**config.mk**
```make
export PLATFORM = sky130hd
export DESIGN_NAME = opb_register_simulink2ppc_snap_flat
export DESIGN_NICKNAME = d
export VERILOG_FILES = /design/src/rtl/opb_s2p_pkg.sv /design/src/rtl/opb_s2p_if.sv /design/src/rtl/opb_slave_ack_fsm.sv /design/src/rtl/opb_register_simulink2ppc_snap.sv /design/src/flat_wrapper.sv
export SDC_FILE = /design/constraint.sdc
export NUM_CORES = 1
export LEC_CHECK = 0
export ABC_AREA = 1
export CORE_MARGIN = 2
export CORE_UTILIZATION = 25
export CTS_CLUSTER_DIAMETER = 80
export CTS_CLUSTER_SIZE = 20
export DETAILED_ROUTE_END_ITERATION = 7
export GPL_TIMING_DRIVEN = 0
export SLEW_MARGIN = 15
export SYNTH_ARGS = -nofsm -noshare
export SYNTH_HDL_FRONTEND = slang
export SYNTH_SLANG_ARGS = --single-unit
```
**constraint.sdc**
```tcl
create_clock -name OPB_Clk -period 2.5 [get_ports OPB_Clk]
set_input_delay 0.25 -clock OPB_Clk [delete_from_list [all_inputs] [get_ports OPB_Clk]]
set_output_delay 0.25 -clock OPB_Clk [all_outputs]
set_load 0.05 [all_outputs]
```
**src/rtl/opb_s2p_pkg.sv**
```systemverilog
// Shared definitions for the fabric-to-PPC snapshot register: register
// offsets, STATUS bit positions, slave FSM state type and STATUS packing.
package opb_s2p_pkg;

    // Byte offsets of the two registers inside the slave window
    localparam logic [31:0] DATA_OFS     = 32'h0000_0000;
    localparam logic [31:0] STATUS_OFS   = 32'h0000_0004;

    // Address bit that separates DATA from STATUS; all other offsets alias
    localparam int          WORD_SEL_BIT = 2;

    // STATUS register layout (little-endian value bit numbering)
    localparam int          VALID_BIT    = 0;
    localparam int          OVF_BIT      = 1;
    localparam int          CNT_LSB      = 16;
    localparam int          CNT_FIELD_W  = 16;

    // Write-data bit that requests an overflow clear when the feature is built in
    localparam int          WCLR_BIT     = 1;

    // Slave acknowledge FSM
    typedef enum logic {
        S_IDLE = 1'b0,
        S_ACK  = 1'b1
    } ack_state_e;

    // Assemble the STATUS word; unused bits read as zero
    function automatic logic [31:0] pack_status(
        input logic                   valid,
        input logic                   ovf,
        input logic [CNT_FIELD_W-1:0] cnt
    );
        logic [31:0] s;
        s                          = '0;
        s[CNT_LSB +: CNT_FIELD_W]  = cnt;
        s[OVF_BIT]                 = ovf;
        s[VALID_BIT]               = valid;
        return s;
    endfunction

endpackage

```
**src/rtl/opb_s2p_if.sv**
```systemverilog
// OPB slave bus bundle for the snapshot register. Vectors keep the OPB
// big-endian bit numbering ([0:31], bit 0 = MSB); numeric values are unchanged
// when assigned to little-endian vectors.
interface opb_s2p_if;

    // Master-driven request signals
    logic [0:31] OPB_ABus;
    logic [0:3]  OPB_BE;
    logic [0:31] OPB_DBus;
    logic        OPB_RNW;
    logic        OPB_select;
    logic        OPB_seqAddr;

    // Slave-driven response signals
    logic [0:31] Sl_DBus;
    logic        Sl_errAck;
    logic        Sl_retry;
    logic        Sl_toutSup;
    logic        Sl_xferAck;

    modport master (
        output OPB_ABus, OPB_BE, OPB_DBus, OPB_RNW, OPB_select, OPB_seqAddr,
        input  Sl_DBus, Sl_errAck, Sl_retry, Sl_toutSup, Sl_xferAck
    );

    modport slave (
        input  OPB_ABus, OPB_BE, OPB_DBus, OPB_RNW, OPB_select, OPB_seqAddr,
        output Sl_DBus, Sl_errAck, Sl_retry, Sl_toutSup, Sl_xferAck
    );

endinterface

```
**src/rtl/opb_slave_ack_fsm.sv**
```systemverilog
// Generic single-beat OPB slave front end: window decode, IDLE/ACK FSM and
// one-cycle xferAck. Transfer attributes (direction, word select) are latched
// on the hit so the owner can act on them during the ACK cycle.
module opb_slave_ack_fsm
    import opb_s2p_pkg::*;
#(
    parameter logic [31:0] C_BASEADDR = 32'h010B_2700,
    parameter logic [31:0] C_HIGHADDR = 32'h010B_27FF
)(
    input  logic        clk_i,
    input  logic        rst_ni,
    input  logic        select_i,
    input  logic        rnw_i,
    input  logic [31:0] abus_i,
    output logic        start_o,
    output logic        ack_o,
    output logic        rnw_o,
    output logic        word_sel_o
);

    ack_state_e state_q;
    logic       ack_q;
    logic       rnw_q;
    logic       word_sel_q;
    logic       in_window;

    assign in_window = (abus_i >= C_BASEADDR) && (abus_i <= C_HIGHADDR);

    // A transfer starts only from IDLE; select is ignored while acknowledging
    assign start_o = select_i && in_window && (state_q == S_IDLE);

    // IDLE -> ACK on a hit, ACK -> IDLE unconditionally; ack is registered
    always_ff @(posedge clk_i or negedge rst_ni) begin
        if (!rst_ni) begin
            state_q    <= S_IDLE;
            ack_q      <= 1'b0;
            rnw_q      <= 1'b0;
            word_sel_q <= 1'b0;
        end else begin
            case (state_q)
                S_IDLE: begin
                    if (start_o) begin
                        state_q    <= S_ACK;
                        ack_q      <= 1'b1;
                        rnw_q      <= rnw_i;
                        word_sel_q <= abus_i[WORD_SEL_BIT];
                    end
                end
                S_ACK: begin
                    state_q <= S_IDLE;
                    ack_q   <= 1'b0;
                end
                default: begin
                    state_q <= S_IDLE;
                    ack_q   <= 1'b0;
                end
            endcase
        end
    end

    assign ack_o      = ack_q;
    assign rnw_o      = rnw_q;
    assign word_sel_o = word_sel_q;

endmodule

```
**src/rtl/opb_register_simulink2ppc_snap.sv**
```systemverilog
// Fabric-to-PPC snapshot register. Fabric pushes 32-bit words with
// user_valid; the PowerPC reads DATA (clears valid) and STATUS (valid,
// sticky overflow, saturating overflow count) over OPB.
// Optional feature macro: OPB_S2P_WRITE_CLEAR_EN -- when defined, writing
// STATUS with bit 1 set clears the overflow flag and counter.
module opb_register_simulink2ppc_snap
    import opb_s2p_pkg::*;
#(
    parameter logic [31:0] C_BASEADDR   = 32'h010B_2700,
    parameter logic [31:0] C_HIGHADDR   = 32'h010B_27FF,
    parameter int          C_OPB_AWIDTH = 32,
    parameter int          C_OPB_DWIDTH = 32,
    parameter              C_FAMILY     = "virtex5",
    parameter int          C_OVF_CNT_W  = 16
)(
    input  logic        OPB_Clk,
    input  logic        OPB_Rst_n,
    opb_s2p_if.slave    opb,
    input  logic [31:0] user_data_in,
    input  logic        user_valid
);

    // Bus widths and family are fixed for this slave; kept for tool-flow compatibility
    localparam bit unused_cfg = (C_OPB_AWIDTH == 32) && (C_OPB_DWIDTH == 32) &&
                                (C_FAMILY == "virtex5");

    localparam logic DATA_SEL   = DATA_OFS[WORD_SEL_BIT];
    localparam logic STATUS_SEL = STATUS_OFS[WORD_SEL_BIT];
    localparam logic [C_OVF_CNT_W-1:0] CNT_ONE = (C_OVF_CNT_W)'(1);

    // Overflow counter increments but sticks at all-ones
    function automatic logic [C_OVF_CNT_W-1:0] sat_inc(input logic [C_OVF_CNT_W-1:0] v);
        return (&v) ? v : v + CNT_ONE;
    endfunction

    logic [31:0]            addr_w;
    logic                   start;
    logic                   ack;
    logic                   xfer_rnw;
    logic                   xfer_sel;

    logic [31:0]            holding_q, holding_d;
    logic                   valid_q, valid_d;
    logic                   ovf_sticky_q, ovf_sticky_d;
    logic [C_OVF_CNT_W-1:0] ovf_cnt_q, ovf_cnt_d;
    logic [31:0]            dbus_q, dbus_d;

    logic [31:0]            status_w;
    logic                   clr_rd;
    logic                   ovf_evt;
    logic                   wr_clr;
    logic                   unused_bus;

    // Byte enables, sequential hint and (when unused) write data do not affect this slave
    assign unused_bus = ^{opb.OPB_BE, opb.OPB_seqAddr, opb.OPB_DBus, unused_cfg};

    assign addr_w = opb.OPB_ABus;

    opb_slave_ack_fsm #(
        .C_BASEADDR (C_BASEADDR),
        .C_HIGHADDR (C_HIGHADDR)
    ) u_ack_fsm (
        .clk_i      (OPB_Clk),
        .rst_ni     (OPB_Rst_n),
        .select_i   (opb.OPB_select),
        .rnw_i      (opb.OPB_RNW),
        .abus_i     (addr_w),
        .start_o    (start),
        .ack_o      (ack),
        .rnw_o      (xfer_rnw),
        .word_sel_o (xfer_sel)
    );

    assign status_w = pack_status(valid_q, ovf_sticky_q, CNT_FIELD_W'(ovf_cnt_q));

    // Read data is captured in the hit cycle so the ACK cycle presents it;
    // every other cycle drives zero so the shared OR-bus is not disturbed
    assign dbus_d = (start && opb.OPB_RNW)
                  ? ((addr_w[WORD_SEL_BIT] == STATUS_SEL) ? status_w : holding_q)
                  : '0;

    // A DATA read consumes the word on its ACK cycle
    assign clr_rd  = ack && xfer_rnw && (xfer_sel == DATA_SEL);

    // Overwriting an unread word is an overflow unless the read is consuming it now
    assign ovf_evt = user_valid && valid_q && !clr_rd;

`ifdef OPB_S2P_WRITE_CLEAR_EN
    logic wclr_req_q;

    // Latch the clear request with the hit so it is independent of bus hold time
    always_ff @(posedge OPB_Clk or negedge OPB_Rst_n) begin
        if (!OPB_Rst_n) begin
            wclr_req_q <= 1'b0;
        end else begin
            wclr_req_q <= start && !opb.OPB_RNW &&
                          (addr_w[WORD_SEL_BIT] == STATUS_SEL) &&
                          opb.OPB_DBus[31-WCLR_BIT];
        end
    end

    assign wr_clr = ack && wclr_req_q;
`else
    assign wr_clr = 1'b0;
`endif

    // Next-state of the holding register and status fields
    always_comb begin
        holding_d    = holding_q;
        valid_d      = valid_q;
        ovf_sticky_d = ovf_sticky_q;
        ovf_cnt_d    = ovf_cnt_q;

        if (user_valid) begin
            holding_d = user_data_in;
            valid_d   = 1'b1;
        end else if (clr_rd) begin
            valid_d   = 1'b0;
        end

        if (ovf_evt) begin
            ovf_sticky_d = 1'b1;
            ovf_cnt_d    = wr_clr ? CNT_ONE : sat_inc(ovf_cnt_q);
        end else if (wr_clr) begin
            ovf_sticky_d = 1'b0;
            ovf_cnt_d    = '0;
        end
    end

    // State and read-data registers, all cleared by the asynchronous reset
    always_ff @(posedge OPB_Clk or negedge OPB_Rst_n) begin
        if (!OPB_Rst_n) begin
            holding_q    <= '0;
            valid_q      <= 1'b0;
            ovf_sticky_q <= 1'b0;
            ovf_cnt_q    <= '0;
            dbus_q       <= '0;
        end else begin
            holding_q    <= holding_d;
            valid_q      <= valid_d;
            ovf_sticky_q <= ovf_sticky_d;
            ovf_cnt_q    <= ovf_cnt_d;
            dbus_q       <= dbus_d;
        end
    end

    assign opb.Sl_DBus    = dbus_q;
    assign opb.Sl_xferAck = ack;
    assign opb.Sl_errAck  = 1'b0;
    assign opb.Sl_retry   = 1'b0;
    assign opb.Sl_toutSup = 1'b0;

endmodule

```
**src/flat_wrapper.sv**
```systemverilog
// flat-port wrapper written by rule: the top's interface ports become plain ports
module opb_register_simulink2ppc_snap_flat import opb_s2p_pkg::*;
#(
    parameter logic [31:0] C_BASEADDR   = 32'h010B_2700,
    parameter logic [31:0] C_HIGHADDR   = 32'h010B_27FF,
    parameter int          C_OPB_AWIDTH = 32,
    parameter int          C_OPB_DWIDTH = 32,
    parameter              C_FAMILY     = "       ",
    parameter int          C_OVF_CNT_W  = 16
)
  (OPB_Clk, OPB_Rst_n, user_data_in, user_valid, opb_OPB_ABus, opb_OPB_BE, opb_OPB_DBus, opb_OPB_RNW, opb_OPB_select, opb_OPB_seqAddr, opb_Sl_DBus, opb_Sl_errAck, opb_Sl_retry, opb_Sl_toutSup, opb_Sl_xferAck);
  opb_s2p_if opb_i ();
  input  logic OPB_Clk;
  input  logic OPB_Rst_n;
  input  logic [31:0] user_data_in;
  input  logic user_valid;
  input wire logic [$bits(opb_i.OPB_ABus)-1:0] opb_OPB_ABus;
  input wire logic [$bits(opb_i.OPB_BE)-1:0] opb_OPB_BE;
  input wire logic [$bits(opb_i.OPB_DBus)-1:0] opb_OPB_DBus;
  input wire logic [$bits(opb_i.OPB_RNW)-1:0] opb_OPB_RNW;
  input wire logic [$bits(opb_i.OPB_select)-1:0] opb_OPB_select;
  input wire logic [$bits(opb_i.OPB_seqAddr)-1:0] opb_OPB_seqAddr;
  output wire logic [$bits(opb_i.Sl_DBus)-1:0] opb_Sl_DBus;
  output wire logic [$bits(opb_i.Sl_errAck)-1:0] opb_Sl_errAck;
  output wire logic [$bits(opb_i.Sl_retry)-1:0] opb_Sl_retry;
  output wire logic [$bits(opb_i.Sl_toutSup)-1:0] opb_Sl_toutSup;
  output wire logic [$bits(opb_i.Sl_xferAck)-1:0] opb_Sl_xferAck;
  assign opb_i.OPB_ABus = opb_OPB_ABus;
  assign opb_i.OPB_BE = opb_OPB_BE;
  assign opb_i.OPB_DBus = opb_OPB_DBus;
  assign opb_i.OPB_RNW = opb_OPB_RNW;
  assign opb_i.OPB_select = opb_OPB_select;
  assign opb_i.OPB_seqAddr = opb_OPB_seqAddr;
  assign opb_Sl_DBus = opb_i.Sl_DBus;
  assign opb_Sl_errAck = opb_i.Sl_errAck;
  assign opb_Sl_retry = opb_i.Sl_retry;
  assign opb_Sl_toutSup = opb_i.Sl_toutSup;
  assign opb_Sl_xferAck = opb_i.Sl_xferAck;
  opb_register_simulink2ppc_snap #(.C_BASEADDR(C_BASEADDR), .C_HIGHADDR(C_HIGHADDR), .C_OPB_AWIDTH(C_OPB_AWIDTH), .C_OPB_DWIDTH(C_OPB_DWIDTH), .C_FAMILY(C_FAMILY), .C_OVF_CNT_W(C_OVF_CNT_W)) u_core (.OPB_Clk(OPB_Clk), .OPB_Rst_n(OPB_Rst_n), .opb(opb_i), .user_data_in(user_data_in), .user_valid(user_valid));
endmodule
```
==> out/metrics.cfg, run 1 <==
[die]
initial_utilization_pct=25.8
die_y_um=127
pin_count=142
die-area_um2=16000
die_x_um=127
core_um2=14600
std_cell_rows=44

[placement]
dp_hpwl_um=7120
pre_cts_slack_ns=0.523
place_inst=734
placed_area_um2=4950
io_buffers=93
place.gp.congestion=0.844

[sta]
worst_slew_pin_slew_ns=0.674
hold_violations=0
fin_ws_ns=0.736
setup_viol=0
drv_slew=0
max-slew-margin-rel_pct=55.1
fin_crit_sh_pct=70.5
fin_tns_setup_ns=0
fmax_mhz=567
hold_ws_ns=0.288
fin_worst_skew_ns=0.0108
min_period_ns=1.76
rsz0062_at_grt=false

[power_and_ir_drop]
finalPower_mw=3.30
static-leakage-power_nw=2.46
p_per_area_nw_per_um2=629
vdd_drop_max_v=0.000342

[cells_and_area]
layout_commonest_cell=nand2_1
nets=669
instances_no_fill=751
finalInstanceArea_um2=5250
nFillCells=1507
drive_gt1_share_pct=7.58
area_growth_pct=39.6
fin_util_pct=36.0
mostFrequentLayoutCells=nand2_1, clkdlybuf4s50_1, dfrtp_1, nor2_1, inv_1
diodes=0

[clock_network]
clk_path_buf_depth=2
cts_sinks=86
insertion_delay_ns=0.34
cts-root-buf=clkbuf_16
holdBufCountCts=1
numCtsBuffers=9
htreeDepth=3
cts_tree=yes
postCtsSetupRepairBufs=0
clk_pin_slew_worst_paths_ns=0.06
cts_resized=0

[global_route]
grt_max_degree=55
antenna_found_initial=0
gr-total-overflow=0
grt_pass1_vias=3103
grt.total_usage_pct=12.1
grt_pass1_wl_um=15500

[logic_synthesis]
ys_warn_count=0
synthCells=454
yosysUniqueCellTypes=24
yosysSeqAreaShare_pct=57.2
ys_ff_latch=86
mappedNetlistArea_um2=3760
synth.avg_cell_area_um2=8.28

[drt]
wl_per_cell_um=12.5
dr.pass1.iters=4
vias=3205
wirelength_um=9390
drt_iter0_markers=144
postRouteAntennaNets=0
via_per_inst=4.27
drc=0

[flow_run]
cap_violations=0

[critical_path]
worstPathMaxFanout=3
cp_data_arrival_time_ns=1.51
critPathCaptureType=output pin
worstSetupPathType=reg -> out
crit_path_cell_trace=clkdlybuf4s50_1
crit_required_ns=2.25
crit_buf_inv=1
slowest_delay_ns=0.82
worst_path_dominant_cell_family=buffers and inverters
cpMaxStageDelayCell=clkdlybuf4s50_1
critPathLaunchType=flip-flop

[outcome]
status=finished, final reports clean

[worst_hold_path]
hold_class=in -> reg

synth_stat cells:
master / count / area (µm²)
a21oi_1: 18 / 90.1
buf_2: 8 / 40.0
buf_4: 5 / 37.5
buf_6: 1 / 11.3
clkbuf_1: 8 / 30.0
conb_1: 1 / 3.75
dfrtp_1: 86 / 2150
ha_1: 1 / 12.5
inv_1: 37 / 139
inv_2: 2 / 7.51
nand2_1: 142 / 533
nand2_2: 2 / 12.5
nand2_4: 2 / 22.5
nand3_1: 24 / 120
nand3_2: 1 / 10.0
nand4_1: 9 / 56.3
nor2_1: 74 / 278
nor2_2: 1 / 6.26
nor2_4: 1 / 11.3
nor3_2: 1 / 10.0
o21ai_0: 22 / 110
or2_2: 1 / 6.26
xnor2_1: 2 / 17.5
xor2_1: 5 / 43.8
state kept, by name (all words and copies together), names as in the netlist:
signal and flops:
u_core.holding_q 32, u_core.opb.Sl_DBus 32, u_core.ovf_cnt_q 16, u_core.ovf_sticky_q 1
u_core.u_ack_fsm.ack_o 1, u_core.u_ack_fsm.rnw_o 1, u_core.u_ack_fsm.state_q 1, u_core.u_ack_fsm.word_sel_o 1
u_core.valid_q 1
worst paths after layout:
kind,endpoint,cells after the start,slack [ns],start
max in group asynchronous,u_core.holding_q[4],3,1.38,OPB_Rst_n
setup reg to reg,u_core.ovf_cnt_q[11],9,0.74,u_core.ovf_cnt_q[0]
hold / removal,u_core.holding_q[6],4,0.29,user_valid
hold reg to reg,u_core.holding_q[7],2,0.48,u_core.holding_q[7]
min in group asynchronous,u_core.opb.Sl_DBus[10],2,0.50,OPB_Rst_n
setup / recovery,opb_Sl_xferAck,1,0.74,u_core.u_ack_fsm.ack_o
where the power goes:
| group | total (mW) | switching (mW) | internal [mW] |
|---|---|---|---|
| Clock | 1.29 | 0.589 | 0.699 |
| Combinational | 0.458 | 0.250 | 0.208 |
| Sequential | 1.56 | 0.0738 | 1.48 |
final cells by class:
class | instances | area, µm² | area share (%)
inverters | 39 | 146 | 2.79
clock buffers | 9 | 225 | 4.29
plain buffers | 22 | 119 | 2.26
clock inverters | 7 | 66.3 | 1.26
repair buffers | 95 | 958 | 18.3
multi-input cells | 309 | 1350 | 25.7
well taps | 184 | 230 | 4.39
flip-flops and latches | 86 | 2150 | 41.0
kinds of logic after synthesis:
logic type               Yosys count  share of synthesized area (%)
AO/OA/AOI/OAI                     40                           5.32
flip-flops                        86                           57.2
XOR/XNOR                           7                           1.63
AND/OR/NAND/NOR                  258                           28.3
buffers and inverters             61                           7.05
other                              1                         0.0997
adder cells (fa/ha/maj)            1                          0.333
metal layers:
layer | vias up | wire length, µm | global-route usage, %
li1 | 1615 | - | -
met1 | 1490 | 4450 | 17.3
met2 | 94 | 4290 | 17.9
met3 | 6 | 535 | 2.83
met4 | 0 | 103 | 4.07
met5 | - | 0 | 0
tightest hold or removal path: stages:
cell and delay [ns]:
buf_2 0.13, inv_2 0.09, nand2_1 0.07, nand2_1 0.04
No activity file was read; power rests on OpenSTA's default activity.
==> inputs of run 2 (changes only) <==
clock period = 1.6 ns   (was 2.5 ns; I/O delays follow)
==> out/metrics.cfg, run 2 (same netlist as run 1, synthesis figures left out) <==
[sta]
rsz0062_at_grt=true  ; was false
worst_slew_pin_slew_ns=0.687  ; was 0.674 ns
setup_viol=0  ; unchanged
min_period_ns=1.49
fin_crit_sh_pct=93.0
drv_slew=0  ; unchanged
fmax_mhz=672
fin_tns_setup_ns=0  ; unchanged
hold_violations=0  ; unchanged
fin_worst_skew_ns=0.0103  ; was 0.0108 ns
hold_ws_ns=0.197  ; was 0.288 ns
max-slew-margin-rel_pct=54.2  ; was 55.1%

[drt]
vias=3247  ; was 3205
wl_met2_um=4280  ; was 4290 µm
postRouteAntennaNets=0  ; unchanged
dr.pass1.iters=5  ; was 4
drc=0  ; unchanged
drt-met1-wl_um=4400  ; was 4450 µm
highest-signal-layer=met4  ; unchanged
routed-wl-met3_um=687  ; was 535 µm
wirelength_um=9490  ; was 9390 µm
drt_iter0_markers=136  ; was 144
via_per_inst=4.30  ; was 4.27
wl_per_cell_um=12.6  ; was 12.5 µm

[critical_path]
crit_required_ns=1.82  ; was 2.25 ns
worstSetupPathType=reg -> reg  ; was reg -> out
cp_data_arrival_time_ns=1.71  ; was 1.51 ns
critPathCaptureType=flip-flop  ; was output pin
worstPathMaxFanout=10  ; was 3
critPathLaunchType=flip-flop  ; unchanged

[cells_and_area]
area_growth_pct=40.6  ; was 39.6%
diodes=0  ; unchanged
layout_commonest_cell=nand2_1  ; unchanged
drive_gt1_share_pct=9.28  ; was 7.58%
instances_no_fill=755  ; was 751
fin_util_pct=36.2  ; was 36.0%
nets=673  ; was 669
mostFrequentLayoutCells=nand2_1, dfrtp_1, nor2_1, clkdlybuf4s50_1, inv_1  ; was nand2_1, clkdlybuf4s50_1, dfrtp_1, nor2_1, inv_1

[die]
pin_count=142  ; unchanged
initial_utilization_pct=25.8  ; unchanged
die_x_um=127  ; unchanged
core_um2=14600  ; unchanged
die_y_um=127  ; unchanged
std_cell_rows=44  ; unchanged
die-area_um2=16000  ; unchanged

[clock_network]
clk_path_buf_depth=2  ; unchanged
htreeDepth=3  ; unchanged
cts-root-buf=clkbuf_16  ; unchanged
insertion_delay_ns=0.34  ; about the same
cts_tree=yes  ; unchanged
cts_sinks=86  ; unchanged
numCtsBuffers=9  ; unchanged
clk_pin_slew_worst_paths_ns=0.07  ; was 0.06 ns

[outcome]
status=finished, final reports clean  ; unchanged

[global_route]
gr-total-overflow=0  ; unchanged
antenna_found_initial=0  ; unchanged
grt_pass1_wl_um=15500  ; about the same
grt_pass1_vias=3110  ; was 3103
grt_max_degree=55  ; unchanged
grt.total_usage_pct=12.1  ; about the same

[power_and_ir_drop]
vdd_drop_max_v=0.000534  ; was 0.000342 V
p_per_area_nw_per_um2=995  ; was 629 nW/µm²
finalPower_mw=5.26  ; was 3.30 mW
static-leakage-power_nw=2.65  ; was 2.46 nW

[placement]
place.gp.congestion=0.844  ; unchanged
io_buffers=93  ; unchanged
dp_hpwl_um=7120  ; unchanged
place_inst=734  ; unchanged

[worst_hold_path]
hold_class=in -> reg  ; unchanged

[flow_run]
cap_violations=0  ; unchanged

run 2: worst max-delay path, stage by stage (launching register included):
cell     delay, ns
dfrtp_2       0.42
ha_4          0.19
nand3_4       0.11
inv_2         0.08
nand3_2       0.10
nand2_4       0.11
nand2_4       0.09
buf_6         0.16
nand2_1       0.06
nand2_1       0.05
run 2: final timing paths:
check,endpoint,startpoint,slack [ns],cells after the start
worst max register to register,u_core.ovf_cnt_q[11],u_core.ovf_cnt_q[0],0.11,9
worst max-delay path,u_core.ovf_cnt_q[11],u_core.ovf_cnt_q[0],0.11,9
worst min-delay path,u_core.holding_q[4],user_valid,0.20,4
worst min register to register,u_core.holding_q[10],u_core.holding_q[10],0.48,2
min in group asynchronous,u_core.opb.Sl_DBus[10],OPB_Rst_n,0.42,2
max in group asynchronous,u_core.holding_q[2],OPB_Rst_n,0.56,3
run 2: repair_timing:
item,in CTS,in global routing
cloned,0,0
setup buffers,0,4
hold buffers,1,0
endpoints found under the setup margin,48,44
pin swaps,0,0
gates resized for setup,36,9
hold endpoints to repair,53,0
run 2: layout make-up:
| type | instances | area [µm²] |
|---|---|---|
| sequential | 86 | 2150 |
| multi-input combinational | 309 | 1400 |
| buffer | 22 | 123 |
| clock buffer | 9 | 225 |
| tap | 184 | 230 |
| timing repair buffer | 99 | 947 |
| fill | 1521 | 9300 |
| clock inverter | 7 | 66.3 |
| inverter | 39 | 146 |
run 2: routing by layer:
layer / GRT usage [%] / up-vias
met3: 2.83 / 8
met4: 4.07 / 0
met5: 0 / -
li1: - / 1619
met1: 17.3 / 1500
met2: 18.0 / 120
run 2: power breakdown:
part	internal, mW	total, mW	switching [mW]	leakage, nW
clock	1.09	2.02	0.925	0.138
sequential	2.32	2.44	0.119	1.12
combinational	0.378	0.806	0.428	1.39
total	3.79	5.26	1.47	2.65
run 2: through the flow:
step	instance area [µm²]	worst slack (ns)
after CTS	5220	0.00257
after global routing	5290	-0.00752
after global placement	4930	-2.63
final	5290	0.112
after detailed placement	4950	-0.287
after floorplan	3770	0.123
